$ cat src/rtl/fifo_arb_pkg.sv
// Shared types, widths and helpers for the fifo_4x8 write-port arbiter.
package fifo_arb_pkg;

  localparam int unsigned DATA_W_DEF  = 8;
  localparam int unsigned MAX_N_REQ   = 4;
  localparam int unsigned BURST_CNT_W = 4;
  localparam int unsigned IDX_W       = $clog2(MAX_N_REQ);

  typedef enum logic {
    IDLE  = 1'b0,
    GRANT = 1'b1
  } state_e;

  // Increment a requester index modulo n (n need not be a power of two).
  function automatic logic [IDX_W-1:0] wrap_inc(input logic [IDX_W-1:0] idx,
                                                input int unsigned     n);
    return ((32'(idx) + 32'd1) >= n) ? '0 : idx + IDX_W'(1);
  endfunction

endpackage

$ cat src/rtl/rr_pick.sv
// Combinational rotating-priority picker: first set bit of req at or after start.
module rr_pick
  import fifo_arb_pkg::*;
#(
  parameter int unsigned N = 2
) (
  input  logic [N-1:0]     req,
  input  logic [IDX_W-1:0] start,
  output logic [N-1:0]     winner_oh,
  output logic [IDX_W-1:0] winner_idx,
  output logic             any_valid
);

  int unsigned pos;

  always_comb begin
    winner_oh  = '0;
    winner_idx = '0;
    any_valid  = 1'b0;
    pos        = 0;
    for (int unsigned k = 0; k < N; k++) begin
      pos = 32'(start) + k;
      if (pos >= N) pos = pos - N;
      for (int unsigned j = 0; j < N; j++) begin
        if (!any_valid && (pos == j) && req[j]) begin
          winner_oh[j] = 1'b1;
          winner_idx   = IDX_W'(j);
          any_valid    = 1'b1;
        end
      end
    end
  end

endmodule

$ cat src/rtl/fifo_wr_arbiter.sv
// Round-robin arbiter sharing the fifo_4x8 write port between N_REQ valid/ready
// producers, with bounded bursts per grant and FIFO-full backpressure.
module fifo_wr_arbiter
  import fifo_arb_pkg::*;
#(
  parameter int unsigned N_REQ     = 2,
  parameter int unsigned DATA_W    = DATA_W_DEF,
  parameter int unsigned MAX_BURST = 4
) (
  input  logic                    clk,
  input  logic                    rst_n,
  input  logic [N_REQ-1:0]        req_valid,
  input  logic [N_REQ*DATA_W-1:0] req_data,
  output logic [N_REQ-1:0]        req_ready,
  input  logic                    fifo_full,
  output logic                    fifo_wr_en,
  output logic [DATA_W-1:0]       fifo_data_in,
  output logic [N_REQ-1:0]        grant,
  output logic                    busy
);

  localparam logic [BURST_CNT_W-1:0] LAST_BEAT = BURST_CNT_W'(MAX_BURST - 1);

  state_e                 state, state_n;
  logic [IDX_W-1:0]       owner, owner_n;
  logic [IDX_W-1:0]       last_owner, last_n;
  logic [N_REQ-1:0]       grant_n;
  logic [BURST_CNT_W-1:0] burst_cnt, cnt_n;

  logic                   own_valid;
  logic [DATA_W-1:0]      own_data;
  logic [IDX_W-1:0]       pick_start;
  logic [N_REQ-1:0]       pick_oh;
  logic [IDX_W-1:0]       pick_idx;
  logic                   pick_any;
  logic                   xfer;
  logic                   rel;

  // Select the current owner's valid and data.
  always_comb begin
    own_valid = 1'b0;
    own_data  = '0;
    for (int unsigned i = 0; i < N_REQ; i++) begin
      if (32'(owner) == i) begin
        own_valid = req_valid[i];
        own_data  = req_data[i*DATA_W +: DATA_W];
      end
    end
  end

  // Rotation starts after the owner while granted, after the last owner when idle;
  // either way the most recent owner ends up with lowest priority.
  assign pick_start = wrap_inc((state == GRANT) ? owner : last_owner, N_REQ);

  rr_pick #(
    .N (N_REQ)
  ) u_pick (
    .req        (req_valid),
    .start      (pick_start),
    .winner_oh  (pick_oh),
    .winner_idx (pick_idx),
    .any_valid  (pick_any)
  );

  always_comb begin
    state_n      = state;
    owner_n      = owner;
    last_n       = last_owner;
    grant_n      = grant;
    cnt_n        = burst_cnt;
    req_ready    = '0;
    fifo_wr_en   = 1'b0;
    fifo_data_in = '0;
    xfer         = 1'b0;
    rel          = 1'b0;
    case (state)
      IDLE: begin
        if (pick_any) begin
          state_n = GRANT;
          owner_n = pick_idx;
          grant_n = pick_oh;
          cnt_n   = '0;
        end
      end
      GRANT: begin
        req_ready    = fifo_full ? '0 : grant;
        fifo_wr_en   = own_valid & ~fifo_full;
        fifo_data_in = own_data;
        xfer         = own_valid & ~fifo_full;
        rel          = ~own_valid | (xfer & (burst_cnt == LAST_BEAT));
        if (xfer) cnt_n = burst_cnt + BURST_CNT_W'(1);
        if (rel) begin
          last_n = owner;
          cnt_n  = '0;
          if (pick_any) begin
            owner_n = pick_idx;
            grant_n = pick_oh;
          end else begin
            state_n = IDLE;
            grant_n = '0;
          end
        end
      end
      default: state_n = IDLE;
    endcase
  end

  always_ff @(posedge clk or negedge rst_n) begin
    if (!rst_n) begin
      state      <= IDLE;
      owner      <= '0;
      last_owner <= IDX_W'(N_REQ - 1);
      grant      <= '0;
      busy       <= 1'b0;
      burst_cnt  <= '0;
    end else begin
      state      <= state_n;
      owner      <= owner_n;
      last_owner <= last_n;
      grant      <= grant_n;
      busy       <= (state_n == GRANT);
      burst_cnt  <= cnt_n;
    end
  end

endmodule
$ cat config.mk
export PLATFORM = sky130hd
export DESIGN_NAME = fifo_wr_arbiter
export DESIGN_NICKNAME = d
export VERILOG_FILES = /design/src/rtl/fifo_arb_pkg.sv /design/src/rtl/rr_pick.sv /design/src/rtl/fifo_wr_arbiter.sv
export SDC_FILE = /design/constraint.sdc
export NUM_CORES = 1
export LEC_CHECK = 0
export BUFFER_PORTS_ARGS = -buffer_cell sky130_fd_sc_hd__buf_2
export CAP_MARGIN = 20
export CORE_UTILIZATION = 46
export DETAILED_ROUTE_END_ITERATION = 10
export MAX_ROUTING_LAYER = met4
export PLACE_DENSITY = 0.86
export SLEW_MARGIN = 10
export SYNTH_ARGS = -nofsm -noshare
export SYNTH_HDL_FRONTEND = slang
export SYNTH_SLANG_ARGS = --single-unit
$ cat constraint.sdc
create_clock -name clk -period 4.1 [get_ports clk]
set_clock_uncertainty 0.2 [all_clocks]
set_input_delay 0.205 -clock clk [delete_from_list [all_inputs] [get_ports clk]]
set_output_delay 0.205 -clock clk [all_outputs]
set_load 0.005 [all_outputs]
# Word level (Yosys, flattened, before mapping)
# Index checks and enable logic that the tools add are counted.
[word_totals]
in_bits = 21
output_inout_bits = 14
register_bits = 11
elab_cells = 79
[op_classes]
n_lt_le_gt_ge = 3
mux = 36
bitwise = 6
n_addsub = 6
n_reduce_logical = 16
eq_ne = 7
[op_table]
columns = ["operator", "count"]
rows = [
  ["$eq A32 B1 Y1 const B", 2],
  ["$logic_not A32 Y1", 2],
  ["$mux W32", 2],
  ["$ge A32 B2 Y1 const B", 1],
  ["$sub A32 B2 Y32 const B", 1],
  ["$mux W8", 3],
  ["$mux W2", 9],
  ["$mux W1", 15],
  ["$mux W4", 3],
  ["$pmux W2 S2", 2],
  ["$pmux W4 S2", 1],
  ["$logic_and A1 B1 Y1", 7],
  ["$add A2 B1 Y3 const B", 2],
  ["$reduce_and A2 Y1", 3],
  ["$add A4 B1 Y4 const B", 1],
  ["$eq A4 B2 Y1 const B", 1],
  ["$ge A3 B2 Y1 const B", 1],
  ["$logic_not A1 Y1", 3],
  ["$ne A3 B1 Y1 const B", 1],
  ["$not A1 Y1", 3],
  ["$sub A2 B2 Y3 const B", 1],
  ["$add A2 B1 Y2 const B", 1],
  ["$and A1 B1 Y1", 2],
  ["$eq A2 B1 Y1 const B", 1],
  ["6 further kinds", 6],
]

# Depth between registers and ports, before layout
# Gate-level depths: netlist of run 1.
[logic_depth]
depth_word = 24
mapped_depth = 6
mapped_depth_nobuf = 5

# Hierarchy
# A second synthesis of run 1 with hierarchy kept.
[unflattened]
cells_unflattened = 88
area_unflattened_um2 = 825.8
[by_module_without_submodules]
columns = ["mod", "area_per_inst_um2", "cells_each", "n_inst", "seq_area_each_um2"]
rows = [
  ["fifo_wr_arbiter", 769.5, 79, 1, 276.5],
  ["rr_pick", 56.3, 9, 1, 0.0],
]

# Least setup slack after synthesis of run 1
# OpenSTA, ideal clock, no wires.
[synth_timing]
kind = "register to register"
startpoint = "reg burst_cnt[0]"
endpoint = "reg grant[0]"
arrival_ps = 1437
path_slack_ps = 2341
n_path_buf = 1
setup_ps = 122
stages_incl_launch_ff = 7
period_less_slack_ps = 1759
required_ps = 3778
path_cell_list = "dfrtp_1 -> ha_1 -> or4b_1 -> buf_2 -> nand3b_4 -> o21ai_2 -> a32o_1"
[synth_via]
elab_chain_cells = 5
[synth_lines]
columns = ["item", "line_no", "text"]
rows = [
  ["from (decl)", "fifo_wr_arbiter.sv:28", "logic [BURST_CNT_W-1:0] burst_cnt, cnt_n;"],
  ["from (signal assigned)", "fifo_wr_arbiter.sv:122", "burst_cnt <= cnt_n;"],
  ["$eq A4 B2 Y1", "fifo_wr_arbiter.sv:90", "rel = ~own_valid | (xfer & (burst_cnt == LAST_BEAT));"],
  ["$and A1 B1 Y1", "fifo_wr_arbiter.sv:90", ""],
  ["$or A1 B1 Y1", "fifo_wr_arbiter.sv:90", ""],
  ["$ne A2 B1 Y1 (no line)", "n/a", ""],
  ["$reduce_and A2 Y1 (no line)", "n/a", ""],
  ["to (signal assigned)", "fifo_wr_arbiter.sv:120", "grant <= grant_n;"],
  ["to (decl)", "fifo_wr_arbiter.sv:18", "output logic [N_REQ-1:0] grant,"],
]
# No other way between the ends.
# A chain may end at the register's enable or synchronous reset.

# Worst setup path in the final report of run 1
[layout_timing]
startpoint = "reg owner[0]"
endpoint = "out fifo_wr_en"
[layout_via]
elab_chain_cells = 5
elab_cells_between_ends = 6
classes_between = "eq/ne (1); mux (3); bitwise (1); reduce/logical (1)"
[layout_lines]
columns = ["item", "line_no", "text"]
rows = [
  ["from (decl)", "fifo_wr_arbiter.sv:25", "logic [IDX_W-1:0] owner, owner_n;"],
  ["from (signal assigned)", "fifo_wr_arbiter.sv:118", "owner <= owner_n;"],
  ["$logic_not A2 Y1", "fifo_wr_arbiter.sv:44", "if (32'(owner) == i) begin"],
  ["$mux W1", "fifo_wr_arbiter.sv:44", ""],
  ["$mux W1 *", "fifo_wr_arbiter.sv:44", ""],
  ["$and A1 B1 Y1 *", "fifo_wr_arbiter.sv:87", "fifo_wr_en = own_valid & ~fifo_full;"],
  ["$mux W1 *", "fifo_wr_arbiter.sv:76", "case (state)"],
  ["to (decl)", "fifo_wr_arbiter.sv:16", "output logic fifo_wr_en,"],
]
# Every way passes the cells marked *; elsewhere a longest branch is shown, timed or not.

==> reports/results.txt, run 1 <==
Finish-stage setup viols -> 0
switching part of the total -> 34.3%
post-synthesis sequential area ratio -> 34.1%
# fillers -> 115
effective utilization at floorplan -> 50.4%
gr ovfl total -> 0
internal power -> 0.205 mW
Post-Place Worst Slack -> 2.22 ns
Psw -> 0.107 mW
RSZ-0062 raised after global routing -> no
xor-xnor portion of the synthesized cell area -> 1.32%
post-synthesis cell type count -> 28
hold worst-path end -> owner[0]
final hold vios -> 0
Routed Antenna Nets -> 0
Vias/cell -> 5.41
initial antenna violation count -> 0
yosys warns -> 0
Net Count, Synth -> 102
Post-synth EDFFs -> 0
final hold slack -> 0.0513 ns
via count -> 693
drt first pass iters -> 4
post-synthesis mux area share -> 13.6%
WL final -> 1630 um
Core Box Area -> 1320 um^2
leak pwr -> 0.467 nW
complex-gate fraction of the synthesized area -> 18.1%
Root Driver -> clkbuf_4
FF-to-FF End -> grant[0]
P per Cell Area -> 362 nW/um^2
H-tree depth -> 1
first-pass GRT wire length -> 2280 um
drt first-iter violations -> 22
status -> finished clean
Slowest-stage cell, CP -> dfrtp_1
Resized cells post-CTS -> 0
clock buffer depth -> 2
GP Congestion -> 0.928
Util after Layout -> 65.6%
Hold Startpoint -> req_valid[0]
total global routing track utilization -> 23.2%
Max Clk Rate -> 517 MHz
adder-cell share of the synthesized area -> 1.88%
Seq pwr share -> 42.1%
routed len/inst -> 12.7 um
DRC -> 0
Mapped Area -> 664 um^2
worst-path cell chain -> mux2i_1 > nor3_1 > buf_2
critical path startpoint category -> flip-flop
DP Wirelength -> 1250 um
share of layout cells above drive strength 1 -> 36.3%
Die ar. -> 1600 um^2
Chip Width -> 40.0 um
Die Y -> 40.0 um
largest family of logic cells by synthesized area -> simple AND/OR/NAND/NOR gates
Worst R2R Setup Slack -> 2.20 ns
IO Pins -> 35
Clock Sinks -> 9
CP required -> 3.69 ns
Main synth FF type -> dfrtp_1
CTS tree -> yes
antenna cells -> 0
crit end category -> output pin
CP max stage delay -> 0.71 ns
area of the multi-input gates -> 405 um^2
Post-Syn Instances -> 80
Worst R2R Start -> burst_cnt[0]
max-cap violations -> 0
crit path DAT -> 1.53 ns
synthesized area per cell -> 8.30 um^2
CTS buffer count -> 3
vias in the first global route -> 532
placed inst area -> 828 um^2
Hold Path Cell Cnt -> 2
Worst-path clk slew -> 0.06 ns
Slew Limit Headroom -> 60.9%
VDD IR max -> 0.241 mV
period utilization -> 47.2%
Hold Path Class -> primary input to flip-flop
pin count of the biggest net entering global routing -> 15
fin worst setup slack -> 2.16 ns
Area Overhead vs Synth -> 30.1%
Final Cell Area -> 865 um^2
std cell rows -> 13
fraction of registers with async set or reset after synthesis -> 100%
clock share of power -> 21.8%
register bit total from synthesis -> 9
CP Max Fanout -> 14
worst-margin pin slew -> 0.587 ns
clk_lat worst skew -> 0.26 ns
CP Class -> flip-flop to output pin
count of pins over their slew limit -> 0
Synth Area in Simple Gates -> 26.2%
Fin Setup TNS -> 0 ns
Final Critical Period -> 1.94 ns
R2R depth -> 5
Comb pwr share -> 36.1%
I/O Buffers -> 34
Nets -> 136
Storage cell area -> 226 um^2
[flip-flops by register name, summed over array words and instances (netlist names)]
register    count
burst_cnt       4
grant           2
last_owner      1
owner           1
state           1
[metal layers]
metal  track usage (%)  wire length (um)  up-vias
met4              12.9                36        0
met2              33.9               840       17
met3              6.67                67        4
met5                 -                 0        -
li1                  -                 -      348
met1              28.5               687      324
[worst max-delay path by stage]
stage,start,to,cells past startpoint
6_report,owner[0],fifo_wr_en,3
5_1_grt,owner[0],fifo_wr_en,3
4_1_cts,owner[0],fifo_wr_en,3
3_5_place_dp,burst_cnt[0],grant[0],5
3_3_place_gp,burst_cnt[0],grant[0],5
2_1_floorplan,burst_cnt[0],grant[0],6
[critical path: cells and delay by family, from the launching register on]
kind	cells	cell delay (ns)
buf+inv	1	0.14
mux	1	0.34
flops	1	0.71
simple gates	1	0.08
[cell type report]
class	count	share of cell area, %
clock buffers	4	3.04
inverters	2	0.868
multi-input cells	63	46.9
flip-flops and latches	9	26.2
well taps	15	2.17
repair buffers	35	20.8
[synth_stat cells, types with 2 or more instances]
master	instances	area share (%)
nor3_1	2	1.5
mux2i_1	9	14
and2_1	2	1.9
a21o_1	2	2.3
nor2_1	14	7.9
inv_1	2	1.1
nand3_1	3	2.3
a31oi_1	2	1.9
buf_2	2	1.5
clkbuf_1	4	2.3
dfrtp_1	8	30
nand2b_1	3	2.8
nand2_1	4	2.3
o21ai_0	4	3.0
a21oi_1	6	4.5
[cell families after synthesis]
family,Yosys count
AND/OR/NAND/NOR,33
AO/OA/AOI/OAI,19
multiplexers,9
flip-flops,9
buffers and inverters,8
adder cells (fa/ha/maj),1
XOR/XNOR,1
[power groups by stage]
stage	Sequential, mW	Clock, mW	Combinational [mW]
floorplan	0.117	0	0.0872
global placement	0.132	0	0.109
detailed placement	0.133	0	0.112
CTS	0.131	0.0712	0.113
global route	0.135	0.0763	0.128
finish	0.132	0.0682	0.113
[per-stage QoR]
stage / instances / total power, mW
3_5_place_dp: 123 / 0.245
3_3_place_gp: 123 / 0.241
6_report: 128 / 0.313
2_1_floorplan: 80 / 0.204
5_1_grt: 128 / 0.339
4_1_cts: 128 / 0.316
[cells in the final DEF, fill, tap and decap left out, types with 2 or more instances in the layout]
| master | instances |
|---|---|
| buf_2 | 34 |
| nor2_1 | 14 |
| mux2i_1 | 9 |
| dfrtp_1 | 8 |
| a21oi_1 | 6 |
| nand2_1 | 4 |
| o21ai_0 | 4 |
| nand3_1 | 3 |
| nand2b_1 | 3 |
| clkbuf_4 | 3 |
| inv_1 | 2 |
| and2_1 | 2 |
| nor3_1 | 2 |
| a31oi_1 | 2 |
| a21o_1 | 2 |
[repair_timing]
item | 4_1_cts | 5_1_grt
setup buffers | 0 | 0
endpoints found under the setup margin | 0 | 0
endpoints found under the hold margin | 9 | 0
hold buffers | 1 | 0
Power figures use the tool's default switching activity.
==> run 2, diff against run 1 <==
Settings changed: CORE_UTILIZATION 46 to 43, PLACE_DENSITY 0.86 to 0.82.
Clock period 4.1 ns to 1.82 ns, I/O delays scaled along.
==> reports/results.txt, run 2 (synthesized netlist as in run 1, its figures left out) <==
status -> finished, violations left (was finished clean)
failing checks -> hold timing
H-tree depth -> 1 (unchanged)
pin count of the biggest net entering global routing -> 14 (was 15)
Root Driver -> clkbuf_4 (unchanged)
Worst R2R Start -> burst_cnt[1] (was burst_cnt[0])
via count -> 736 (was 693)
DP Wirelength -> 1310 um (was 1250 um)
critical path startpoint category -> flip-flop (unchanged)
RSZ-0062 raised after global routing -> no (unchanged)
first-pass GRT wire length -> 2290 um (was 2280 um)
effective utilization at floorplan -> 48.6% (was 50.4%)
initial antenna violation count -> 0 (unchanged)
CTS tree -> yes (unchanged)
VDD IR max -> 0.524 mV (was 0.241 mV)
CP Class -> flip-flop to flip-flop (was flip-flop to output pin)
max-cap violations -> 0 (unchanged)
FF-to-FF End -> grant[0] (unchanged)
Area Overhead vs Synth -> 39.7% (was 30.1%)
share of layout cells above drive strength 1 -> 38.3% (was 36.3%)
CTS buffer count -> 3 (unchanged)
period utilization -> 95.1%
total global routing track utilization -> 22.1% (was 23.2%)
Setup crit end -> grant[0] (was fifo_wr_en)
worst-path cell chain -> ha_1 > or4b_4 > nand3b_4 > o21ai_2 > a32o_1 (was mux2i_1 > nor3_1 > buf_2)
Fin Setup TNS -> 0 ns (unchanged)
drt first pass iters -> 4 (unchanged)
P per Cell Area -> 786 nW/um^2 (was 362 nW/um^2)
Worst-path clk slew -> 0.06 ns (about the same)
fin worst setup slack -> 0.0891 ns (was 2.16 ns)
std cell rows -> 13 (unchanged)
postcts setup bufs -> 0 (unchanged)
GP Congestion -> 0.851 (was 0.928)
crit path DAT -> 1.67 ns (was 1.53 ns)
Hold Path Class -> primary input to async pin (was primary input to flip-flop)
Die Y -> 41.3 um (was 40.0 um)
gr ovfl total -> 0 (unchanged)
Core Box Area -> 1370 um^2 (was 1320 um^2)
crit end category -> flip-flop (was output pin)
Max Clk Rate -> 578 MHz
Power, Total -> 0.730 mW (was 0.313 mW)
CP max stage delay -> 0.49 ns (was 0.71 ns)
Util after Layout -> 67.9% (was 65.6%)
Final Cell Area -> 928 um^2 (was 865 um^2)
antenna cells -> 0 (unchanged)
final hold vios -> 3 (was 0)
Finish-stage setup viols -> 0 (unchanged)
CP required -> 1.76 ns (was 3.69 ns)
clock buffer depth -> 2 (unchanged)
Slowest-stage cell, CP -> or4b_4 (was dfrtp_1)
max reg flops -> 4 (unchanged)
commonest non-fill, non-tap cell in the layout -> buf_2 (unchanged)
CP Max Fanout -> 6 (was 14)
routed len/inst -> 12.8 um (was 12.7 um)
Post-Place Worst Slack -> 0.0484 ns (was 2.22 ns)
drt first-iter violations -> 19 (was 22)
Routed Antenna Nets -> 0 (unchanged)
top flop regs -> burst_cnt (4), grant (2) (unchanged)
WP depth -> 5 (was 3)
Nets -> 143 (was 136)
final hold slack -> -0.00475 ns (was 0.0513 ns)
worst-margin pin slew -> 0.326 ns (was 0.587 ns)
Crit path max-delay family -> simple AND/OR/NAND/NOR gates (was flip-flops)
Worst R2R Setup Slack -> 0.09 ns (was 2.20 ns)
IO Pins -> 35 (unchanged)
buffer and inverter count on the worst path -> 0 (was 1)
leak pwr -> 0.501 nW (was 0.467 nW)
I/O Buffers -> 34 (unchanged)
vias in the first global route -> 549 (was 532)
WL final -> 1730 um (was 1630 um)
Die ar. -> 1710 um^2 (was 1600 um^2)
Slew Limit Headroom -> 78.3% (was 60.9%)
Clock Sinks -> 9 (unchanged)
register bank with the most flops -> burst_cnt (unchanged)
count of pins over their slew limit -> 0 (unchanged)
Final Critical Period -> 1.73 ns
Vias/cell -> 5.45 (was 5.41)
placed inst area -> 858 um^2 (was 828 um^2)
Chip Width -> 41.3 um (was 40.0 um)
CP startpoint -> burst_cnt[1] (was owner[0])
most frequent cells in the layout -> buf_2 (34), nor2_1 (14), mux2i_1 (9) (unchanged)
R2R depth -> 5 (unchanged)
DRC -> 0 (unchanged)
clk_lat worst skew -> 0.26 ns (about the same)
==> run 2: layer usage <==
layer / global-route usage (%) / share of wire (%) / vias up
met4: 7.26 / 0 / 0
met2: 34.4 / 51 / 19
met1: 25.7 / 44 / 352
li1: - / - / 365
met5: - / 0 / -
met3: 9.57 / 5.0 / 0
==> run 2: layout make-up <==
class                      instances  area (um^2)
timing repair buffer              42          240
multi-input combinational         63          409
fill                             119          438
tap                               15         18.8
clock buffer                       4         26.3
sequential                         9          226
inverter                           2         7.51
==> run 2: timing repair <==
item,4_1_cts,5_1_grt
endpoints found under the hold margin,13,0
setup endpoints to repair,0,2
gates resized for setup,0,1
hold buffers,4,0
==> run 2: how the worst min path moves through the flow <==
stage | depth (start not counted) | endpoint | start | slack [ns]
floorplan | 0 | burst_cnt[0] | rst_n | -0.40
global placement | 1 | burst_cnt[2] | rst_n | -0.25
detailed placement | 1 | burst_cnt[2] | rst_n | -0.25
CTS | 2 | burst_cnt[3] | rst_n | 0.0007
global route | 2 | burst_cnt[3] | rst_n | 0.02
finish | 2 | burst_cnt[3] | rst_n | -0.005
==> run 2: worst reg2reg max path, stage by stage (launching register included) <==
cell and delay, ns:
dfrtp_1 0.36, ha_1 0.18, or4b_4 0.49, nand3b_4 0.13, o21ai_2 0.06, a32o_1 0.20
==> run 2: report_power, final <==
group / internal (mW) / total (mW) / leakage, nW / switching, mW
clock: 0.0844 / 0.153 / 0.0150 / 0.0686
sequential: 0.237 / 0.267 / 0.112 / 0.0294
combinational: 0.160 / 0.311 / 0.374 / 0.150
total: 0.482 / 0.730 / 0.501 / 0.248
==> run 2: through the flow <==
| stage | cells | hold WS [ns] |
|---|---|---|
| floorplan | 80 | -0.405 |
| global placement | 127 | -0.247 |
| detailed placement | 127 | -0.249 |
| CTS | 135 | 0.000729 |
| global route | 135 | 0.0211 |
| finish | 135 | -0.00475 |
==> run 3, diff against run 2 <==
Settings changed: CORE_UTILIZATION 43 to 46, SYNTH_HIERARCHICAL set to 1.
==> reports/results.txt, run 3 <==
worst-margin pin slew -> 0.620 ns (was 0.326 ns)
CTS tree -> yes (unchanged)
Inst Count DP -> 155 (was 127)
Die ar. -> 1970 um^2 (was 1710 um^2)
# fillers -> 81 (was 119)
Max Clk Rate -> 450 MHz (was 578 MHz)
DP Wirelength -> 1520 um (was 1310 um)
CP Max Fanout -> 8 (was 6)
leak pwr -> 0.710 nW (was 0.501 nW)
gr ovfl total -> 0 (unchanged)
Chip Width -> 44.4 um (was 41.3 um)
synth top area cells -> dfrtp_1 (30%), mux2i_1 (15%), nor2_1 (5.0%) (was dfrtp_1 (30%), mux2i_1 (14%), nor2_1 (7.9%))
top-count cell post-synth -> mux2i_1 (was nor2_1)
drt first-iter violations -> 30 (was 19)
Final Critical Period -> 2.22 ns (was 1.73 ns)
total global routing track utilization -> 27.0% (was 22.1%)
post-route insts no fill -> 170 (was 135)
Worst-path clk slew -> 0.08 ns (was 0.06 ns)
Core Box Area -> 1590 um^2 (was 1370 um^2)
status -> finished, violations left (unchanged)
WP depth -> 8 (was 5)
Setup crit end -> grant[1] (was grant[0])
synthesized area per cell -> 9.38 um^2 (was 8.30 um^2)
via count -> 959 (was 736)
top cell type's share of synthesized area -> 30.3% (was 30.1%)
Clock Sinks -> 11 (was 9)
Crit path max-delay family -> multiplexers (was simple AND/OR/NAND/NOR gates)
clock buffer depth -> 2 (unchanged)
Root Driver -> clkbuf_4 (unchanged)
max-cap violations -> 0 (unchanged)
WL final -> 2760 um (was 1730 um)
P per Cell Area -> 1290 nW/um^2 (was 786 nW/um^2)
post-synthesis cell type count -> 35 (was 28)
CP Class -> flip-flop to flip-flop (unchanged)
most frequent cells in the layout -> buf_2 (34), buf_4 (16), nor2_1 (11) (was buf_2 (34), nor2_1 (14), mux2i_1 (9))
Post-synth EDFFs -> 0 (unchanged)
Slowest-stage cell, CP -> dfrtp_2 (was or4b_4)
failing checks -> setup timing (was hold timing)
fraction of registers with async set or reset after synthesis -> 100% (unchanged)
register bit total from synthesis -> 11 (was 9)
Util after Layout -> 87.1% (was 67.9%)
std cell rows -> 14 (was 13)
critical path startpoint category -> flip-flop (unchanged)
Area Overhead vs Synth -> 68.2% (was 39.7%)
initial antenna violation count -> 0 (unchanged)
CTS buffer count -> 3 (unchanged)
VDD IR max -> 0.935 mV (was 0.524 mV)
routed len/inst -> 16.3 um (was 12.8 um)
FF-to-FF End -> grant[1] (was grant[0])
Post-Place Worst Slack -> -0.442 ns (was 0.0484 ns)
crit end category -> flip-flop (unchanged)
yosys warns -> 6 (was 0)
synth cell count leaders -> mux2i_1 (12), nor2_1 (11), dfrtp_1 (10) (was nor2_1 (14), mux2i_1 (9), dfrtp_1 (8))
R2R depth -> 8 (was 5)
antenna cells -> 0 (unchanged)
fin worst setup slack -> -0.403 ns (was 0.0891 ns)
max reg flops -> 4 (unchanged)
I/O Buffers -> 34 (unchanged)
Worst R2R Setup Slack -> -0.40 ns (was 0.09 ns)
GP Congestion -> 0.748 (was 0.851)
RSZ-0062 raised after global routing -> yes (was no)
Hold Path Class -> primary input to async pin (unchanged)
Slew Limit Headroom -> 58.4% (was 78.3%)
H-tree depth -> 1 (unchanged)
first-pass GRT wire length -> 3740 um (was 2290 um)
CP startpoint -> state (was burst_cnt[1])
pin count of the biggest net entering global routing -> 12 (was 14)
vias in the first global route -> 884 (was 549)
register bank with the most flops -> burst_cnt (unchanged)
worst-path cell chain -> mux2i_2 > ha_1 > and2_4 > nand2_2 > a21o_4 > mux2i_1 > nor2_1 > a221o_1 (was ha_1 > or4b_4 > nand3b_4 > o21ai_2 > a32o_1)
Routed Antenna Nets -> 0 (unchanged)
Finish-stage setup viols -> 9 (was 0)
Net Count, Synth -> 112 (was 102)
drt first pass iters -> 4 (unchanged)
IO Pins -> 35 (unchanged)
Post-Syn Instances -> 88 (was 80)
area leader, netlist -> dfrtp_1 (unchanged)
CP required -> 1.78 ns (was 1.76 ns)
count of pins over their slew limit -> 0 (unchanged)
post-synthesis sequential area ratio -> 33.5% (was 34.1%)
CP max stage delay -> 0.42 ns (was 0.49 ns)
buffer and inverter count on the worst path -> 0 (unchanged)
clk_lat worst skew -> 0.28 ns (was 0.26 ns)
Fin Setup TNS -> -2.94 ns (was 0 ns)
DRC -> 0 (unchanged)
area of the multi-input gates -> 631 um^2 (was 409 um^2)
share of layout cells above drive strength 1 -> 56.2% (was 38.3%)
final hold vios -> 0 (was 3)
Vias/cell -> 5.64 (was 5.45)
Storage cell area -> 278 um^2 (was 226 um^2)
Worst R2R Start -> state (was burst_cnt[1])
Mapped Area -> 826 um^2 (was 664 um^2)
commonest non-fill, non-tap cell in the layout -> buf_2 (unchanged)
period utilization -> 122% (was 95.1%)
effective utilization at floorplan -> 51.8% (was 48.6%)
Main synth FF type -> dfrtp_1 (unchanged)
Die Y -> 44.4 um (was 41.3 um)
crit path DAT -> 2.19 ns (was 1.67 ns)
Nets -> 171 (was 143)
[run 3: area by class of cell]
| cell class | count | area share, % |
|---|---|---|
| Timing Repair Buffer | 60 | 29.2 |
| Sequential cell | 11 | 20.0 |
| Tap cell | 24 | 2.16 |
| Inverter | 5 | 1.35 |
| Multi-Input combinational cell | 66 | 45.4 |
| Clock buffer | 4 | 1.89 |
[run 3: kinds of logic (layout without fill, tap and decap cells)]
| logic type | count (synthesis) | in the layout | share of synthesized area, % |
|---|---|---|---|
| and+or+nand+nor | 30 | 30 | 20.5 |
| AOI/OAI and AO/OA | 17 | 17 | 16.7 |
| muxes | 15 | 15 | 18.9 |
| DFF | 11 | 11 | 33.5 |
| buffers and inverters | 11 | 69 | 5.45 |
| adders and majority gates | 3 | 3 | 4.55 |
| other | 1 | 1 | 0.454 |
[run 3: power by group]
group          leakage, nW  total (mW)  internal, mW  switching (mW)
clock               0.0150       0.180        0.0851          0.0948
sequential           0.137       0.399         0.326          0.0728
combinational        0.558        1.21         0.663           0.548
[run 3: how the worst min path moves through the flow]
| stage | startpoint | end | cells after the start | slack [ns] |
|---|---|---|---|---|
| floorplan | rst_n | burst_cnt[0] | 0 | -0.40 |
| CTS | fifo_full | burst_cnt[0] | 3 | 0.02 |
| finish | rst_n | owner[1] | 2 | 0.03 |
| global route | rst_n | grant[0] | 2 | 0.07 |
| global placement | rst_n | grant[0] | 1 | -0.23 |
| detailed placement | rst_n | grant[0] | 1 | -0.22 |
[run 3: worst register-to-register path, cell delays in order, from the launching register on]
cell     delay [ns]
dfrtp_2        0.42
mux2i_2        0.28
ha_1           0.28
and2_4         0.15
nand2_2        0.05
a21o_4         0.17
mux2i_1        0.23
nor2_1         0.08
a221o_1        0.26
[run 3: metal layers]
layer / vias up / track usage [%] / part of all wire (%)
met5: - / - / 0
met2: 64 / 48.8 / 52
met1: 451 / 29.3 / 40
met4: 0 / 12.1 / 2.4
met3: 9 / 2.86 / 6.1
li1: 435 / - / -
[run 3: what timing repair did]
| action | CTS | global route |
|---|---|---|
| setup buffers | 5 | 7 |
| hold buffers | 1 | 0 |
| endpoints found under the hold margin | 11 | 0 |
| pin swaps | 9 | 4 |
| endpoints found under the setup margin | 10 | 19 |
| gates resized for setup | 16 | 16 |
[run 3: per-stage QoR]
stage                     total power, mW  area, um^2  hold WS (ns)
final                                1.79        1390        0.0344
after global routing                 1.88        1390        0.0726
after CTS                            1.53        1270        0.0228
after global placement               1.18        1120        -0.228
after detailed placement             1.23        1120        -0.222
after floorplan                     0.887         853        -0.405
